===== config.mk =====
export PLATFORM = sky130hd
export DESIGN_NAME = uart_transmit
export DESIGN_NICKNAME = d
export VERILOG_FILES = /design/src/rtl/uart_transmit.sv
export SDC_FILE = /design/constraint.sdc
export NUM_CORES = 1
export LEC_CHECK = 0
export CORE_AREA = 2 2 75 77
export CTS_CLUSTER_SIZE = 25
export DETAILED_ROUTE_END_ITERATION = 7
export DIE_AREA = 0 0 77 79
export HOLD_SLACK_MARGIN = 0.02
export PLACE_DENSITY_LB_ADDON = 0.25
export SLEW_MARGIN = 5
export SYNTH_ARGS = -nofsm -noshare
export SYNTH_HDL_FRONTEND = slang
export SYNTH_SLANG_ARGS = --single-unit
export TNS_END_PERCENT = 30

===== constraint.sdc =====
create_clock -name i_CLK -period 4.5 [get_ports i_CLK]
set_input_delay 1.125 -clock i_CLK [delete_from_list [all_inputs] [get_ports i_CLK]]
set_output_delay 1.125 -clock i_CLK [all_outputs]
set_load 0.005 [all_outputs]

===== src/rtl/uart_transmit.sv =====
// 8N1 UART transmitter: byte FIFO in front of a start/data/stop serialiser.
// Back-to-back frames pop the next byte on the last stop-bit cycle, so the line never idles between them.
//
// state | meaning
// IDLE  | line high, waiting for a queued byte
// START | start bit, line low
// DATA  | eight data bits, LSB first
// STOP  | stop bit, line high; pops the next byte for a contiguous frame
module uart_transmit #(
  parameter int CLKS_PER_BIT = 217,
  parameter int FIFO_DEPTH   = 4,
  parameter int CNT_W        = 3
) (
  input  logic             i_CLK,
  input  logic             i_RST_N,
  input  logic             i_Tx_DV,
  input  logic [7:0]       i_Tx_Byte,
  output logic             o_Tx_Ready,
  output logic             o_Tx_Serial,
  output logic             o_Tx_Active,
  output logic             o_Tx_Done,
  output logic [CNT_W-1:0] o_Fifo_Count
);

  localparam int PTR_W  = (FIFO_DEPTH > 1) ? $clog2(FIFO_DEPTH) : 1;
  localparam int BAUD_W = (CLKS_PER_BIT > 1) ? $clog2(CLKS_PER_BIT) : 1;
  localparam logic [BAUD_W-1:0] BAUD_LAST = BAUD_W'(CLKS_PER_BIT - 1);
  localparam logic [CNT_W-1:0]  CNT_FULL  = CNT_W'(FIFO_DEPTH);

  typedef enum logic [1:0] {IDLE, START, DATA, STOP} state_t;

  state_t             state_q, state_d;
  logic [BAUD_W-1:0]  baud_q, baud_d;
  logic [2:0]         idx_q, idx_d;
  logic [7:0]         shift_q, shift_d;
  logic               serial_q, serial_d;
  logic               active_q, active_d;
  logic               done_q, done_d;
  logic [PTR_W-1:0]   wr_ptr_q, wr_ptr_d;
  logic [PTR_W-1:0]   rd_ptr_q, rd_ptr_d;
  logic [CNT_W-1:0]   count_q, count_d;
  logic [7:0]         mem_q [FIFO_DEPTH];
  logic               push, pop, bit_end;

  assign o_Tx_Ready   = (count_q != CNT_FULL);
  assign push         = i_Tx_DV && o_Tx_Ready;
  assign bit_end      = (baud_q == BAUD_LAST);
  assign pop          = (count_q != '0) && ((state_q == IDLE) || ((state_q == STOP) && bit_end));
  assign o_Tx_Serial  = serial_q;
  assign o_Tx_Active  = active_q;
  assign o_Tx_Done    = done_q;
  assign o_Fifo_Count = count_q;

  always_comb begin
    wr_ptr_d = wr_ptr_q;
    rd_ptr_d = rd_ptr_q;
    count_d  = count_q;
    if (push) wr_ptr_d = wr_ptr_q + PTR_W'(1);
    if (pop)  rd_ptr_d = rd_ptr_q + PTR_W'(1);
    if (push && !pop)      count_d = count_q + CNT_W'(1);
    else if (!push && pop) count_d = count_q - CNT_W'(1);
  end

  always_comb begin
    state_d  = state_q;
    baud_d   = baud_q + BAUD_W'(1);
    idx_d    = idx_q;
    shift_d  = shift_q;
    serial_d = serial_q;
    active_d = active_q;
    done_d   = 1'b0;
    case (state_q)
      IDLE: begin
        baud_d   = '0;
        serial_d = 1'b1;
        active_d = 1'b0;
        if (pop) begin
          state_d  = START;
          shift_d  = mem_q[rd_ptr_q];
          serial_d = 1'b0;
          active_d = 1'b1;
        end
      end
      START: begin
        if (bit_end) begin
          state_d  = DATA;
          baud_d   = '0;
          idx_d    = 3'd0;
          serial_d = shift_q[0];
        end
      end
      DATA: begin
        if (bit_end) begin
          baud_d = '0;
          if (idx_q == 3'd7) begin
            state_d  = STOP;
            serial_d = 1'b1;
          end else begin
            idx_d    = idx_q + 3'd1;
            serial_d = shift_q[idx_q + 3'd1];
          end
        end
      end
      STOP: begin
        if (bit_end) begin
          baud_d = '0;
          done_d = 1'b1;
          if (pop) begin
            state_d  = START;
            shift_d  = mem_q[rd_ptr_q];
            serial_d = 1'b0;
          end else begin
            state_d  = IDLE;
            serial_d = 1'b1;
            active_d = 1'b0;
          end
        end
      end
      default: state_d = IDLE;
    endcase
  end

  always_ff @(posedge i_CLK or negedge i_RST_N) begin
    if (!i_RST_N) begin
      state_q  <= IDLE;
      baud_q   <= '0;
      idx_q    <= 3'd0;
      shift_q  <= 8'h00;
      serial_q <= 1'b1;
      active_q <= 1'b0;
      done_q   <= 1'b0;
      wr_ptr_q <= '0;
      rd_ptr_q <= '0;
      count_q  <= '0;
    end else begin
      state_q  <= state_d;
      baud_q   <= baud_d;
      idx_q    <= idx_d;
      shift_q  <= shift_d;
      serial_q <= serial_d;
      active_q <= active_d;
      done_q   <= done_d;
      wr_ptr_q <= wr_ptr_d;
      rd_ptr_q <= rd_ptr_d;
      count_q  <= count_d;
    end
  end

  // Storage needs no reset: the pointers define which entries are valid.
  always_ff @(posedge i_CLK) begin
    if (push) mem_q[wr_ptr_q] <= i_Tx_Byte;
  end

endmodule


== Word level (Yosys, flattened, before mapping) ==
Memories as Yosys holds them, arrays and structs flattened.
Cells that the tools add are included.
Storage, ports and cells
  memory bits (writable): 32
  logic and storage cells: 84
  latch bits: 0
  bits in read-only memories: 0
  output and inout port bits: 7
  register bits after elaboration: 31
  memories: 1
Operators by class
  multiplexer cells: 34
  $add $sub $neg: 6
  divide/modulo/power cells: 0
  equal/unequal tests: 13
  bitwise gates (word level): 0
  multiply operators: 0
  reduce and logical (&&, ||, !) cells: 19
  shift operators: 0
  order comparisons: 1
Memories
  mem_q: depth 4, bits a word 8, read ports 1, clocked after Yosys merged registers in 0, wr ports 1, line 42  | logic [7:0] mem_q [FIFO_DEPTH];
Operators by type and width (count)
  case mux 8 bit (2 select lines): 2
  two-way mux 8 bit: 3
  two-way mux 3 bit: 5
  two-way mux 1 bit: 14
  inequality test 2 bit, second input constant: 7
  two-way mux 2 bit: 5
  adder 8 x 1 -> 8 bit, second input constant: 1
  equality test 8 bit, second input constant: 1
  case mux 2 bit (4 select lines): 1
  adder 3 x 1 -> 3 bit, second input constant: 2
  case mux 3 bit (2 select lines): 1
  AND reduction 3 bit: 2
  nonzero test 2 bit: 3
  logical AND 1 bit: 5
  AND reduction 5 bit: 1
  adder 2 x 1 -> 2 bit, second input constant: 2
  equality test 2 bit, second input constant: 2
  less-than comparator 3 x 4 -> 1 bit, second input constant: 1
  case mux 1 bit (4 select lines): 1
  AND reduction 4 bit: 1
  binary-select mux 1 bit (select 3 bit): 1
  equality test 3 bit, second input constant: 1
  inequality test 3 bit, second input constant: 1
  nonzero test 3 bit: 1
  8 further kinds: 9

== Longest topological paths before layout ==
  depth after elaboration: 7
  gate-level depth with buffers: 12
  mapped depth without buffers: 11

== Least setup slack after synthesis ==
Ideal clock, no wire load.
  kind: reg2reg
  from: register baud_q[0]
  to: register count_q[2], in the netlist o_Fifo_Count[2]
  slack: 2.052 ns
  setup time: 0.079 ns
  cell stages (with the launch flop): 13
  buffers on the path: 1
  required time: 4.421 ns
  data arrival time: 2.368 ns
  period minus slack after synthesis: 2.448 ns
  cell sequence: dfrtp_1 > inv_1 > ha_1 > and3b_1 > and3_1 > buf_2 > o21ai_1 > ha_1 > inv_1 > fa_1 > xor2_1 > nor2_1 > xor2_1
On the way
  cells in the longest elaborated chain, start to end: 7
RTL lines
  from (decl): line 33  | logic [BAUD_W-1:0] baud_q, baud_d;
  from (signal assigned): line 137  | baud_q <= baud_d;
  equality test 8 bit *: line 47  | assign bit_end = (baud_q == BAUD_LAST);
  logical AND 1 bit *: line 48  | assign pop = (count_q != '0) && ((state_q == IDLE) || ((state_q == STOP) && bit_end));
  logical OR 1 bit *: line 48
  logical AND 1 bit *: line 48
  zero test 1 bit: line 60  | if (push && !pop) count_d = count_q + CNT_W'(1);
  logical AND 1 bit: line 60
  two-way mux 3 bit or nonzero test 2 bit (tied branches)
  to (signal assigned): line 145  | count_q <= count_d;
  to (decl): line 41  | logic [CNT_W-1:0] count_q, count_d;
Every way passes the cells marked *; elsewhere a longest branch is shown, timed or not.
A chain may end at the register's enable or synchronous reset.

== Worst setup path in the final report ==
  from: input port i_Tx_DV
  to: register count_q[2], in the netlist o_Fifo_Count[2]
On the way
  cells in the longest elaborated chain, start to end: 4
RTL lines
  from (decl): line 16  | input logic i_Tx_DV,
  logical AND 1 bit *: line 46  | assign push = i_Tx_DV && o_Tx_Ready;
  named net push: line 43  | logic push, pop, bit_end;
  zero test 1 bit: line 61  | else if (!push && pop) count_d = count_q - CNT_W'(1);
  logical AND 1 bit: line 61
  nonzero test 2 bit (no source line)
Mark *: on every way through the listed nets, which the timed path passes. The rest lies on a longest branch.

==> impl_metrics.ini <==
[timing]
fin_crit_ps = 2720
whs_ps = 498
finalSetupViolations = 0
fin_crit_sh = 0.604
fmaxAchievable_mhz = 368
worst_pin_slew_ps = 612
clock-skew-final_ps = 6.73
final.setup.tns_ps = 0
rsz0062_at_grt = false
slew_violations = 0
max_slew_margin = 0.592
finalHoldViolCount = 0

[setup_path]
end_kind = register
slowest_stage = clkdlybuf4s50_1
crit_arrival_ps = 2980
crit_top_cell = xor2_1
path_cells = clkdlybuf4s50_1 -> and2_0 -> ha_1 -> inv_1 -> fa_1 -> xor2_1 -> nor2_1 -> xor2_1
critPathBufInv = 2
critPathMaxStageDelay_ps = 520
crit_family = buffers and inverters
critPathLaunchType = input pin
path_max_fanout = 5
path_class = in2reg
crit_required_ps = 4770

[synth]
synth_edf_count = 32
ys_async_sr_fraction = 0.492
syn_inst = 186
ys.flop_type = edfxtp_1
avgSynthCellArea_um2 = 15.1
synth_area_mm2 = 0.00281
yosysSeqAreaShare = 0.619
yosys_warnings = 0
ys_ff_latch = 63
yosysUniqueCellTypes = 40
syn_nets = 212

[status]
outcome = completed

[layout]
drive_gt1_frac = 0.190
syn_to_final_growth_pct = 18.2
diodes = 0
fin_nets = 237
finalNonFillerCells = 288

[grt]
grt_max_degree = 32
grt_pass1_vias = 1641
track_usage = 0.173
antenna_found_initial = 0
grt_pass1_wl_um = 7870
grt-ovfl-total = 0

[power]
ir_drop_mv = 0.336
power.internal_uw = 1220
power_frac_clock = 0.398
power_density_mw_per_mm2 = 481
p_total_uw = 1600
power_frac_seq = 0.464
switchingPower_uw = 372
power.share.switching = 0.233
leakagePower_uw = 0.00134
power_frac_comb = 0.138

[cts]
postCtsHoldBufs = 0
clkTransAtPathRegs_ps = 70
cts_buffers = 9
cts_setup_buffers = 0
cts_tree = yes
ctsLongestPathBuffers = 2
clkLatencyLatePin_ps = 340
h-tree-depth = 3
cts_num_sinks = 63
cts_resized = 0
root_buffer = clkbuf_8

[floorplanning]
coreArea_mm2 = 0.00534
start_util = 0.526
die_w_um = 77
fp-row-count = 27
die-area_mm2 = 0.00608
io_pins = 18
fp.dieH_um = 79

[drt]
drc = 0
vias = 1561
drt_wl_total_um = 4730
drtIter0Drc = 109
vias_per_cell = 5.42
wl_per_cell_um = 16.4
antenna_left = 0
firstDrtPassIters = 4

[run]
cap_violations = 0

[placed_design]
hpwl_um = 3240
place.gp.congestion = 0.854
io_buffer_count = 17
dp_cells = 272

[min_path]
min_path_type = reg2reg
==> Yosys cell counts, types with 2 or more instances <==
cell type	instances	area [um2]
o21ai_0	2	10.0
mux4_2	10	225
and2_1	2	12.5
mux2_2	10	113
a32o_1	2	20.0
edfxtp_1	32	961
nand2_1	5	18.8
dfrtp_1	30	751
inv_1	10	37.5
xnor2_1	7	61.3
nand3_1	5	25.0
xor2_1	5	43.8
nor3_1	2	10.0
nor2b_1	3	18.8
and3_1	9	56.3
o211ai_1	3	22.5
a21oi_1	2	10.0
buf_1	2	7.51
ha_1	14	175
nor2_1	11	41.3
==> path summary, 6_finish.rpt <==
path                                    to  cells after the start  startpoint  slack [ps]
setup / recovery           o_Fifo_Count[2]                      8     i_Tx_DV        1780
min in group asynchronous      o_Tx_Active                      2     i_RST_N        1180
hold / removal                  shift_q[7]                      1  shift_q[7]         500
max in group asynchronous      o_Tx_Serial                      2     i_RST_N        3000
setup reg to reg           o_Fifo_Count[2]                     11   baud_q[0]        1850
hold reg to reg                 shift_q[7]                      1  shift_q[7]         500
==> kinds of logic after synthesis <==
kind of cell	after synthesis	share of synthesized area
buffers and inverters	14	0.0192
AOI/OAI and AO/OA	18	0.0508
xor gates and xnor gates	12	0.0374
muxes	20	0.120
adders and majority gates	15	0.0696
DFF	63	0.619
and+or+nand+nor	44	0.0834
==> final cells by class <==
class | count | area (um2)
sequential | 63 | 1740
inverter | 10 | 37.5
multi-input combinational | 109 | 1010
tap | 72 | 90.1
clock buffer | 9 | 124
clock inverter | 7 | 135
timing repair buffer | 18 | 178
fill | 412 | 2020
==> routing by layer <==
metal	wire [um]	global-route usage	vias up
li1	-	-	738
met1	2090	0.205	785
met2	2340	0.284	27
met3	194	0.0625	11
met4	106	0.0804	0
met5	0	0	-
==> power groups by stage <==
stage                     clock network (uW)  registers, uW  logic (uW)
after floorplan                            0            741         131
after global placement                     0            744         207
after detailed placement                   0            752         224
after CTS                                646            741         226
after global routing                     674            750         243
final                                    636            740         220
==> sequential cells by signal, summed over array words and instances (netlist names) <==
| signal | count |
|---|---|
| baud_q | 8 |
| idx_q | 3 |
| mem_q | 32 |
| o_Fifo_Count | 3 |
| o_Tx_Active | 1 |
| o_Tx_Done | 1 |
| o_Tx_Serial | 1 |
| rd_ptr_q | 2 |
| shift_q | 8 |
| state_q | 2 |
| wr_ptr_q | 2 |
==> per-stage QoR <==
| step | util | setup WS, ps | cell area, um2 |
|---|---|---|---|
| floorplan | - | 2050 | 2810 |
| global placement | 0.573 | 1540 | 3060 |
| detailed placement | 0.573 | 1430 | 3060 |
| CTS | 0.621 | 1790 | 3320 |
| global route | 0.621 | 1690 | 3320 |
| finish | 0.621 | 1780 | 3320 |
==> worst reg2reg max path: stages, from the launching register on <==
cell,delay (ps)
dfrtp_1,420
inv_1,70
ha_1,180
and3b_1,220
and3_1,270
o21ai_1,290
ha_1,240
inv_1,60
fa_1,370
xor2_1,170
nor2_1,120
xor2_1,160
==> layout by cell type (no fill, tap or decap), types with 2 or more instances in the layout <==
cell type	count
clkinv_2	3
bufinv_16	4
and3_1	9
ha_1	14
nor2b_1	3
clkdlybuf4s50_1	17
nor3_1	2
nor2_1	11
clkbuf_8	9
dfrtp_1	30
mux4_2	10
and2_1	2
nand2_1	5
a21oi_1	2
mux2_2	10
o21ai_0	2
o211ai_1	3
edfxtp_1	32
a32o_1	2
xor2_1	5
nand3_1	5
inv_1	10
xnor2_1	7
Note: power is estimated with default switching activity, not from simulation.
